===== src/rtl/fm_radio_pkg.sv =====
// rtl/fm_radio_pkg.sv - shared FM radio audio constants and sample types
package fm_radio_pkg;

  localparam int AUDIO_W  = 16;
  localparam int I2S_SLOT = 32;

  typedef struct packed {
    logic [AUDIO_W-1:0] left;
    logic [AUDIO_W-1:0] right;
  } stereo_sample_t;

endpackage


===== src/rtl/i2s_transmitter_if.sv =====
// rtl/i2s_transmitter_if.sv - stereo pair handshake plus I2S serial outputs
interface i2s_transmitter_if #(
  parameter int W = fm_radio_pkg::AUDIO_W
);

  logic [W-1:0] left;
  logic [W-1:0] right;
  logic         valid;
  logic         ready;
  logic         ws;
  logic         sd;
  logic         frame;
  logic         underrun;

  modport master (
    output left, right, valid,
    input  ready, ws, sd, frame, underrun
  );

  modport slave (
    input  left, right, valid,
    output ready, ws, sd, frame, underrun
  );

endinterface


===== src/rtl/i2s_transmitter.sv =====
// rtl/i2s_transmitter.sv - one-pair buffered I2S serializer in the bit-clock domain
module i2s_transmitter
  import fm_radio_pkg::*;
#(
  parameter int W = AUDIO_W,
  parameter int F = I2S_SLOT
) (
  input logic              clk_o,
  input logic              reset,
  i2s_transmitter_if.slave bus
);

  localparam int              CW     = $clog2(2 * F);
  localparam logic [CW-1:0]   K_LAST = CW'(2 * F - 1);
  localparam logic [CW:0]     P_F    = (CW + 1)'(F);
  localparam logic [CW:0]     P_W    = (CW + 1)'(W);
  localparam logic [CW:0]     P_R_LO = (CW + 1)'(F + 1);
  localparam logic [CW:0]     P_R_HI = (CW + 1)'(F + W);

  logic [CW-1:0] k;
  logic [CW:0]   pos;
  logic          load;
  logic          in_left;
  logic          in_right;
  logic          ws_next;

  logic          full;
  logic [W-1:0]  buf_l;
  logic [W-1:0]  buf_r;
  logic [W-1:0]  sh_l;
  logic [W-1:0]  sh_r;

  logic          ws_q;
  logic          sd_q;
  logic          frame_q;
  logic          underrun_q;

  // pos is the index of the cycle being entered, unwrapped: the load edge
  // shows up as 2F, so a right window ending at F+W=2F still spills onto k=0.
  assign load     = (k == K_LAST);
  assign pos      = {1'b0, k} + (CW + 1)'(1);
  assign in_left  = (pos <= P_W);
  assign in_right = (pos >= P_R_LO) && (pos <= P_R_HI);
  assign ws_next  = (pos >= P_F) && !load;

  always_ff @(posedge clk_o or posedge reset) begin
    if (reset) begin
      k <= K_LAST;
    end else if (load) begin
      k <= '0;
    end else begin
      k <= k + CW'(1);
    end
  end

  always_ff @(posedge clk_o or posedge reset) begin
    if (reset) begin
      full  <= 1'b0;
      buf_l <= '0;
      buf_r <= '0;
    end else if (load) begin
      full <= 1'b0;
    end else if (bus.valid && !full) begin
      buf_l <= bus.left;
      buf_r <= bus.right;
      full  <= 1'b1;
    end
  end

  // A load with an empty buffer but valid inputs takes the pair directly.
  always_ff @(posedge clk_o or posedge reset) begin
    if (reset) begin
      sh_l <= '0;
      sh_r <= '0;
    end else if (load) begin
      if (full) begin
        sh_l <= buf_l;
        sh_r <= buf_r;
      end else if (bus.valid) begin
        sh_l <= bus.left;
        sh_r <= bus.right;
      end else begin
        sh_l <= '0;
        sh_r <= '0;
      end
    end else begin
      if (in_left) begin
        sh_l <= sh_l << 1;
      end
      if (in_right) begin
        sh_r <= sh_r << 1;
      end
    end
  end

  always_ff @(posedge clk_o or posedge reset) begin
    if (reset) begin
      ws_q       <= 1'b1;
      sd_q       <= 1'b0;
      frame_q    <= 1'b0;
      underrun_q <= 1'b0;
    end else begin
      ws_q       <= ws_next;
      frame_q    <= load;
      underrun_q <= load && !full && !bus.valid;
      if (in_left) begin
        sd_q <= sh_l[W-1];
      end else if (in_right) begin
        sd_q <= sh_r[W-1];
      end else begin
        sd_q <= 1'b0;
      end
    end
  end

  assign bus.ready    = !full;
  assign bus.ws       = ws_q;
  assign bus.sd       = sd_q;
  assign bus.frame    = frame_q;
  assign bus.underrun = underrun_q;

endmodule


===== src/flat_wrapper.sv =====
// flat-port wrapper written by rule: the top's interface ports become plain ports
module i2s_transmitter_flat import fm_radio_pkg::*;
#(
  parameter int W = AUDIO_W,
  parameter int F = I2S_SLOT
)
  (clk_o, reset, bus_left, bus_right, bus_valid, bus_ready, bus_ws, bus_sd, bus_frame, bus_underrun);
  i2s_transmitter_if #(.W(W)) bus_i ();
  input logic clk_o;
  input logic reset;
  input wire logic [$bits(bus_i.left)-1:0] bus_left;
  input wire logic [$bits(bus_i.right)-1:0] bus_right;
  input wire logic [$bits(bus_i.valid)-1:0] bus_valid;
  output wire logic [$bits(bus_i.ready)-1:0] bus_ready;
  output wire logic [$bits(bus_i.ws)-1:0] bus_ws;
  output wire logic [$bits(bus_i.sd)-1:0] bus_sd;
  output wire logic [$bits(bus_i.frame)-1:0] bus_frame;
  output wire logic [$bits(bus_i.underrun)-1:0] bus_underrun;
  assign bus_i.left = bus_left;
  assign bus_i.right = bus_right;
  assign bus_i.valid = bus_valid;
  assign bus_ready = bus_i.ready;
  assign bus_ws = bus_i.ws;
  assign bus_sd = bus_i.sd;
  assign bus_frame = bus_i.frame;
  assign bus_underrun = bus_i.underrun;
  i2s_transmitter #(.W(W), .F(F)) u_core (.clk_o(clk_o), .reset(reset), .bus(bus_i));
endmodule

===== config.mk =====
export PLATFORM = sky130hd
export DESIGN_NAME = i2s_transmitter_flat
export DESIGN_NICKNAME = d
export VERILOG_FILES = /design/src/rtl/fm_radio_pkg.sv /design/src/rtl/i2s_transmitter_if.sv /design/src/rtl/i2s_transmitter.sv /design/src/flat_wrapper.sv
export SDC_FILE = /design/constraint.sdc
export NUM_CORES = 1
export LEC_CHECK = 0
export CORE_ASPECT_RATIO = 1.2
export CORE_MARGIN = 2
export CORE_UTILIZATION = 50
export DETAILED_ROUTE_END_ITERATION = 10
export GPL_ROUTABILITY_DRIVEN = 0
export PLACE_DENSITY = 0.75
export SYNTH_ARGS = -nofsm -noshare
export SYNTH_HDL_FRONTEND = slang
export SYNTH_SLANG_ARGS = --single-unit

===== constraint.sdc =====
create_clock -name clk_o -period 2.4 [get_ports clk_o]
set_input_delay 0.72 -clock clk_o [delete_from_list [all_inputs] [get_ports clk_o]]
set_output_delay 0.72 -clock clk_o [all_outputs]
set_load 0.005 [all_outputs]

**After elaboration in Yosys (flattened, before gate mapping)**

Index checks and enable logic that the tools add are counted.

- Register bits after elaboration: 75
- Input bits: 35
- Output and inout bits: 5
- Word-level logic and storage cells: 43

- Add/subtract/negate cells: 2
- Magnitude comparators: 4
- Equality and inequality tests: 1
- Muxes and demuxes: 13
- Bitwise operators: 1
- Reduce and logical (&&, ||, !) cells: 12

Operator list:

| cell | count |
|---|---|
| 16-bit 2-to-1 mux | 8 |
| 7-bit by 6-bit greater-or-equal comparator with 1-bit output, second input constant | 2 |
| 6-bit by 1-bit adder with 7-bit output, second input constant | 1 |
| 7-bit by 5-bit <= comparator with 1-bit output, second input constant | 1 |
| 7-bit by 6-bit <= comparator with 1-bit output, second input constant | 1 |
| 6-bit by 1-bit adder with 6-bit output, second input constant | 1 |
| 6-bit equality test, second input constant | 1 |
| 6-bit 2-to-1 mux | 1 |
| 2-bit nonzero test | 3 |
| 1-bit logical AND | 5 |
| 1-bit 2-to-1 mux | 4 |
| 1-bit zero test | 3 |
| 2-bit AND reduction | 1 |
| 1-bit NOT | 1 |

**Longest topological paths before layout**

Gate-level depths: netlist of run 1.

- Depth in word-level cells: 5
- Gate-level depth with buffers: 10
- Mapped depth without buffers: 8

**Least setup slack after synthesis of run 1**

No wires, ideal clock.

- Path type: reg-to-reg
- Start: reg u_core.k[1]
- End: reg u_core.sh_r[10]
- Library setup time: 137 ps
- Arrival time: 2179 ps
- Data required time: 2263 ps
- Path slack: 84 ps
- Cell stages (with the launch flop): 11
- Clock period less this slack: 2316 ps
- Cell sequence: dfstp_2 > buf_2 > inv_1 > ha_1 > inv_1 > a311o_1 > a22oi_1 > a211oi_4 > buf_6 > mux2i_1 > a21oi_1

- Word-level cells in the longest chain between the ends: 4

RTL lines:

| item | line | text |
|---|---|---|
| start: declaration | i2s_transmitter.sv:20 | `logic [CW-1:0] k;` |
| start signal: assignment | i2s_transmitter.sv:52 | `k <= k + CW'(1);` |
| 6-bit by 1-bit adder with 7-bit output | i2s_transmitter.sv:41 | `assign pos = {1'b0, k} + (CW + 1)'(1);` |
| 7-bit by 6-bit greater-or-equal comparator with 1-bit output or 7-bit by 6-bit <= comparator with 1-bit output (tied branches) | i2s_transmitter.sv:43 | `assign in_right = (pos >= P_R_LO) && (pos <= P_R_HI);` |
| 1-bit logical AND | i2s_transmitter.sv:43 |  |
| 2-bit nonzero test (no line) | - |  |
| end signal: assignment | i2s_transmitter.sv:78 | `sh_r <= buf_r;` |
| end signal: assignment | i2s_transmitter.sv:81 | `sh_r <= bus.right;` |
| end signal: assignment | i2s_transmitter.sv:91 | `sh_r <= sh_r << 1;` |
| end: declaration | i2s_transmitter.sv:31 | `logic [W-1:0] sh_r;` |

Parallel ways exist; a longest one is shown, timed or not.
A chain may end at the register's enable or synchronous reset.

**Worst setup path after layout of run 1**

- Start: reg u_core.k[1]
- End: reg u_core.sh_r[4]

The elaborated chain is that of the path after synthesis.

==> flow_summary.toml, run 1 <==
[run_status]
outcome = "completed"

[final_layout]
areaGrowthSynthToFinish_pct = 26.32
n_antenna_cell = 0
final_cells = 464
drive_gt1_frac = 0.2546
n_fill_cell = 519
multiInputGateArea_um2 = 1535
nets = 409
seqCellArea_um2 = 1886

[floorplan]
coreArea_um2 = 6813
die_area_um2 = 7734
die_y_um = 95.94
die_width_um = 80.62
num_rows = 33
pin_count = 40
initial_utilization = 0.5170

[routing]
detail_route.wl_per_cell_um = 16.92
drtAntennaViolNets = 0
totalWireLength_um = 7849
drc = 0
dr.first_iter.drc_count = 134
dr.pass1.iters = 5
num_vias = 2678
vias_per_cell = 5.772

[placement]
hpwlAfterDp_um = 4928
numPortBuffers = 39
dp.cells = 441
pre_cts_slack_ps = -360.2

[worst_setup_path]
rr_startpoint = "u_core.k[1]"
end_kind = "register"
crit_path_max_fanout = 11
crit_arrival_ps = 2590
r2r_slack_ps = 70
cp.required_ps = 2660
path_class = "register to register"
r2r-end = "u_core.sh_r[4]"
worstRegToRegCells = 10
worstSetupStartpointType = "register"

[global_route]
grt.total_usage = 0.2238
grt_pass1_vias = 2753
grt.overflow.total = 0
antenna_found_initial = 0
grt_first_pass_wirelength_um = 13050
grt_max_degree = 45

[clock_network]
cts-root-buf = "clkbuf_8"
cts_tree = "done"
hold_buffers = 0
clock-sinks = 75
htree_levels = 3
cts_buffers = 9
path_clk_slew_ps = 80
worstSkewPairLatency_ps = 350
clock_path_buffers = 2

[synth]
synth-edff-count = 0
ys.flop_type = "dfrtp_1"
netlist.area_leader.share = 0.4831
synth_cells = 323
syn_nets = 360
synth-seq-area-share = 0.5353
syn_area_per_cell_um2 = 10.90
synth_async_sr_flop_share = 1.000
yosysWarnings = 0
synth_area_um2 = 3522
synth_cell_types = 39
synth_area_leaders = "dfrtp_1, mux2_2, dfstp_2"
synth_largest_area_cell = "dfrtp_1"
ys_ff_latch = 75

[pwr]
leakagePower_nw = 2.011
power.total_mw = 2.690
irDropWorstVdd_mv = 0.4157
power_density_nw_per_um2 = 604.7

[timing]
slew_violations = 0
max_clock_freq_mhz = 429.5
period_minus_slack_ps = 2328
tightest_slew_ps = 563.5
min_period_over_period = 0.9702
setup_ws_ps = 71.50
hold_viol = 0
final-setup-viol-count = 0
relSlewSlack = 0.6190
fin_skew_ps = 6.529

[worst_hold_path]
hold_end = "u_core.sh_l[14]"
worstHoldPathCells = 2
hp-start = "u_core.sh_l[13]"
hold_path.class = "register to register"

[flow_run]
drv_cap = 0
[layout make-up]
class | count | area share
tap | 87 | 0.02447
clock inverter | 4 | 0.02193
timing repair buffer | 66 | 0.1445
clock buffer | 12 | 0.03262
inverter | 8 | 0.007593
sequential | 75 | 0.4238
multi-input combinational | 212 | 0.3450
[state kept, by name (all words and copies together) (netlist names)]
name	count
u_core.bus.ws	1
u_core.bus.frame	1
u_core.k	6
u_core.bus.sd	1
u_core.bus.underrun	1
u_core.full	1
u_core.sh_l	16
u_core.sh_r	16
u_core.buf_r	16
u_core.buf_l	16
[Yosys cell counts, drive strengths merged, types with 2 or more instances]
cell	instances
nor3	3
o21ai	2
a221oi	9
clkbuf	18
o221ai	21
mux2i	9
nor2	5
buf	11
and3	24
dfstp	7
nand2	49
o22ai	2
ha	2
a21oi	32
xor2	2
a211oi	2
inv	8
dfrtp	68
nand3	4
mux2	32
[layer usage]
metal,track usage,share of wire
met1,0.2817,0.43
met2,0.3819,0.52
met3,0.04597,0.032
met4,0.08192,0.018
met5,0,0
[report_power, final]
group          internal (mW)  switching (mW)  total (mW)
sequential              1.31          0.0235        1.33
combinational         0.0977          0.0685       0.166
clock                  0.720           0.470        1.19
[timing repair]
item,in CTS,in global routing
buffers inserted,2,4
setup endpoints to repair,31,32
gates resized for setup,4,6
gates cloned,1,0
hold endpoints to repair,0,0
pin swaps,2,1
[critical path, stage by stage, from the launching register on]
cell	delay (ps)
dfstp_2	570
inv_1	80
ha_4	300
inv_2	40
a311o_1	360
a22oi_2	190
buf_4	170
a211oi_4	50
buf_12	180
buf_4	140
o221ai_1	180
[kinds of logic after synthesis]
group / after synthesis / share of synthesized area
DFF: 75 / 0.5353
AOI/OAI and AO/OA: 74 / 0.1496
muxes: 41 / 0.1279
buffers and inverters: 37 / 0.04902
and+or+nand+nor: 91 / 0.1236
adders and majority gates: 2 / 0.007104
xor gates and xnor gates: 3 / 0.007461
[worst max path at each step]
stage	cells after the start	end	slack [ps]	from
global placement	7	u_core.sh_r[15]	-240	u_core.k[0]
floorplan	10	u_core.sh_r[10]	80	u_core.k[1]
CTS	8	u_core.sh_r[15]	-70	u_core.k[0]
global route	10	u_core.sh_r[15]	-10	u_core.k[1]
detailed placement	7	u_core.sh_r[9]	-360	u_core.k[0]
finish	10	u_core.sh_r[4]	70	u_core.k[1]
[metrics by stage]
step | TNS [ps] | utilization | hold slack (ps) | area, um2
global route | -15.17 | 0.6531 | 513.3 | 4449
global placement | -3022 | 0.5993 | 462.8 | 4083
detailed placement | -5407 | 0.5993 | 473.6 | 4083
floorplan | 0 | - | 455.2 | 3526
CTS | -333.5 | 0.6454 | 491.8 | 4397
finish | 0 | 0.6531 | 487.9 | 4449
[cell usage in the layout (no fill, tap or decap), types with 4 or more instances in the layout]
master / netlist / layout
buf_4: 3 / 23
o221ai_1: 21 / 21
clkbuf_8: 0 / 10
a21oi_1: 32 / 32
mux2i_1: 9 / 8
mux2_2: 32 / 32
dfstp_2: 7 / 7
dfrtp_1: 68 / 68
buf_12: 0 / 4
nand2_1: 48 / 48
nor2_1: 5 / 5
and3_1: 24 / 24
inv_1: 7 / 5
a221oi_1: 9 / 9
clkdlybuf4s50_1: 0 / 39
(Power assumes the default switching activity.)
==> inputs of run 2 (changes only) <==
- CTS_BUF_LIST: unset -> sky130_fd_sc_hd__clkbuf_16
- CTS_CLUSTER_SIZE: unset -> 28
==> run 2 against run 1 <==
Compared with the run above:
- worst hold slack worse by 3.3 ps
- non-clock buffer count did not move
- largest power group is now clock
- global-route usage increased by 0.082 points
- combinational power barely moved
- critical path depth unchanged
- critical endpoint is now u_core.sh_r[11]
- sequential cell count did not move
==> flow_summary.toml, run 2 (synthesis results as in run 1) <==
[global_route]
grt.overflow.total = 0
antenna_found_initial = 0
grt.total_usage = 0.2246
grt_first_pass_wirelength_um = 13080
grt_pass1_vias = 2720
grt.busiest_layer = "met2"
met1_usage = 0.2785
grt_max_degree = 45
grt_use_met3 = 0.04784
use_met2 = 0.3799

[pwr]
leakagePower_nw = 2.072
irDropWorstVdd_mv = 0.4609
power_density_nw_per_um2 = 657.6
power.total_mw = 3.018

[worst_setup_path]
r2r_slack_ps = 60
path_class = "register to register"
end_kind = "register"
worstRegToRegCells = 10
crit_path_max_fanout = 6
cp.required_ps = 2610
crit_arrival_ps = 2540
r2r-end = "u_core.sh_r[11]"
worstSetupStartpointType = "register"
rr_startpoint = "u_core.k[1]"

[run_status]
outcome = "completed"

[final_layout]
drive_gt1_frac = 0.2493
final_cells = 464
stdcell_area_um2 = 4589
multiInputGateArea_um2 = 1567
nets = 409
areaGrowthSynthToFinish_pct = 30.30
n_antenna_cell = 0
seqCellArea_um2 = 1886
mostFrequentLayoutCell = "dfrtp_1"
final_cell_mix = "dfrtp_1, nand2_1, clkdlybuf4s50_1"
n_fill_cell = 495

[clock_network]
clock_path_buffers = 2
path_clk_slew_ps = 60
htree_levels = 3
worstSkewPairLatency_ps = 330
cts_buffers = 9
clock-sinks = 75
cts-root-buf = "clkbuf_16"
hold_buffers = 0
cts_tree = "done"

[timing]
max_clock_freq_mhz = 427.8
fin_skew_ps = 4.667
min_period_over_period = 0.9739
tightest_slew_ps = 539.7
period_minus_slack_ps = 2337
setup_ws_ps = 62.71
final-setup-viol-count = 0
whs_ps = 484.6
hold_viol = 0
relSlewSlack = 0.6391
slew_violations = 0

[placement]
dp.cells = 441
hpwlAfterDp_um = 4928
dpl_cell_area_um2 = 4083
numPortBuffers = 39
pre_cts_slack_ps = -360.2

[routing]
drc = 0
totalWireLength_um = 7985
num_vias = 2674
detail_route.wl_per_cell_um = 17.21
dr.pass1.iters = 4
dr.first_iter.drc_count = 177
drtAntennaViolNets = 0
vias_per_cell = 5.763

[flow_run]
drv_cap = 0

[worst_hold_path]
worstHoldPathCells = 2
hold_path.class = "register to register"
hold_end = "u_core.sh_l[14]"
hp-start = "u_core.sh_l[13]"

[floorplan]
initial_utilization = 0.5170
coreArea_um2 = 6813
die_area_um2 = 7734
pin_count = 40
die_y_um = 95.94
num_rows = 33
die_width_um = 80.62
run 2: changes by cell type in the layout (fill, tap and decap cells not counted), moves of 2 or more:
cell,previous run,this run
clkbuf_1,2,0
inv_1,5,8
clkbuf_8,10,0
clkbuf_16,0,10
run 2: worst max-delay path by stage:
stage,depth (start not counted),slack (ps),end,from
finish,10,60,u_core.sh_r[11],u_core.k[1]
global route,10,-20,u_core.sh_r[15],u_core.k[0]
CTS,6,-70,u_core.sh_r[2],u_core.k[0]
detailed placement,7,-360,u_core.sh_r[9],u_core.k[0]
global placement,7,-240,u_core.sh_r[15],u_core.k[0]
floorplan,10,80,u_core.sh_r[10],u_core.k[1]
run 2: critical path, cell delays in order (launching register included):
cell and delay [ps]:
dfstp_2 580, inv_1 80, ha_4 250, inv_1 70, a311o_1 200, a22oi_2 80, buf_4 160, a211oi_4 300
clkbuf_16 230, mux2i_1 180, a21oi_1 80
run 2: layer usage:
| layer | up-vias | part of all wire |
|---|---|---|
| met1 | 1305 | 0.42 |
| met5 | - | 0 |
| li1 | 1270 | - |
| met4 | 0 | 0.022 |
| met2 | 81 | 0.51 |
| met3 | 18 | 0.042 |
run 2: report_power, final:
| group | switching [mW] | internal [mW] | total (mW) |
|---|---|---|---|
| combinational | 0.0692 | 0.0978 | 0.167 |
| clock | 0.511 | 1.00 | 1.51 |
| sequential | 0.0237 | 1.31 | 1.34 |
| total | 0.604 | 2.41 | 3.02 |
run 2: what timing repair did:
action                                  4_1_cts  5_1_grt
pin swaps                                     2        4
endpoints found under the setup margin       31       33
cloned                                        1        1
buffers inserted                              2        3
gates resized for setup                       2       12
run 2: area by class of cell:
cell class,count,area share
Clock buffer,9,0.04907
Clock inverter,7,0.02372
Sequential cell,75,0.4109
Tap cell,87,0.02372
Inverter,8,0.007361
Timing Repair Buffer,66,0.1439
Multi-Input combinational cell,212,0.3413
run 2: stage by stage:
stage,utilization,TNS (ps)
after CTS,0.6558,-336.8
after floorplan,-,0
final,0.6736,0
after detailed placement,0.5993,-5407
after global routing,0.6736,-17.38
after global placement,0.5993,-3022
==> inputs of run 3 (changes only) <==
- SLEW_MARGIN: unset -> 10
==> results of run 3 <==
The final DEF is identical to that of run 2; final timing and power are the same.
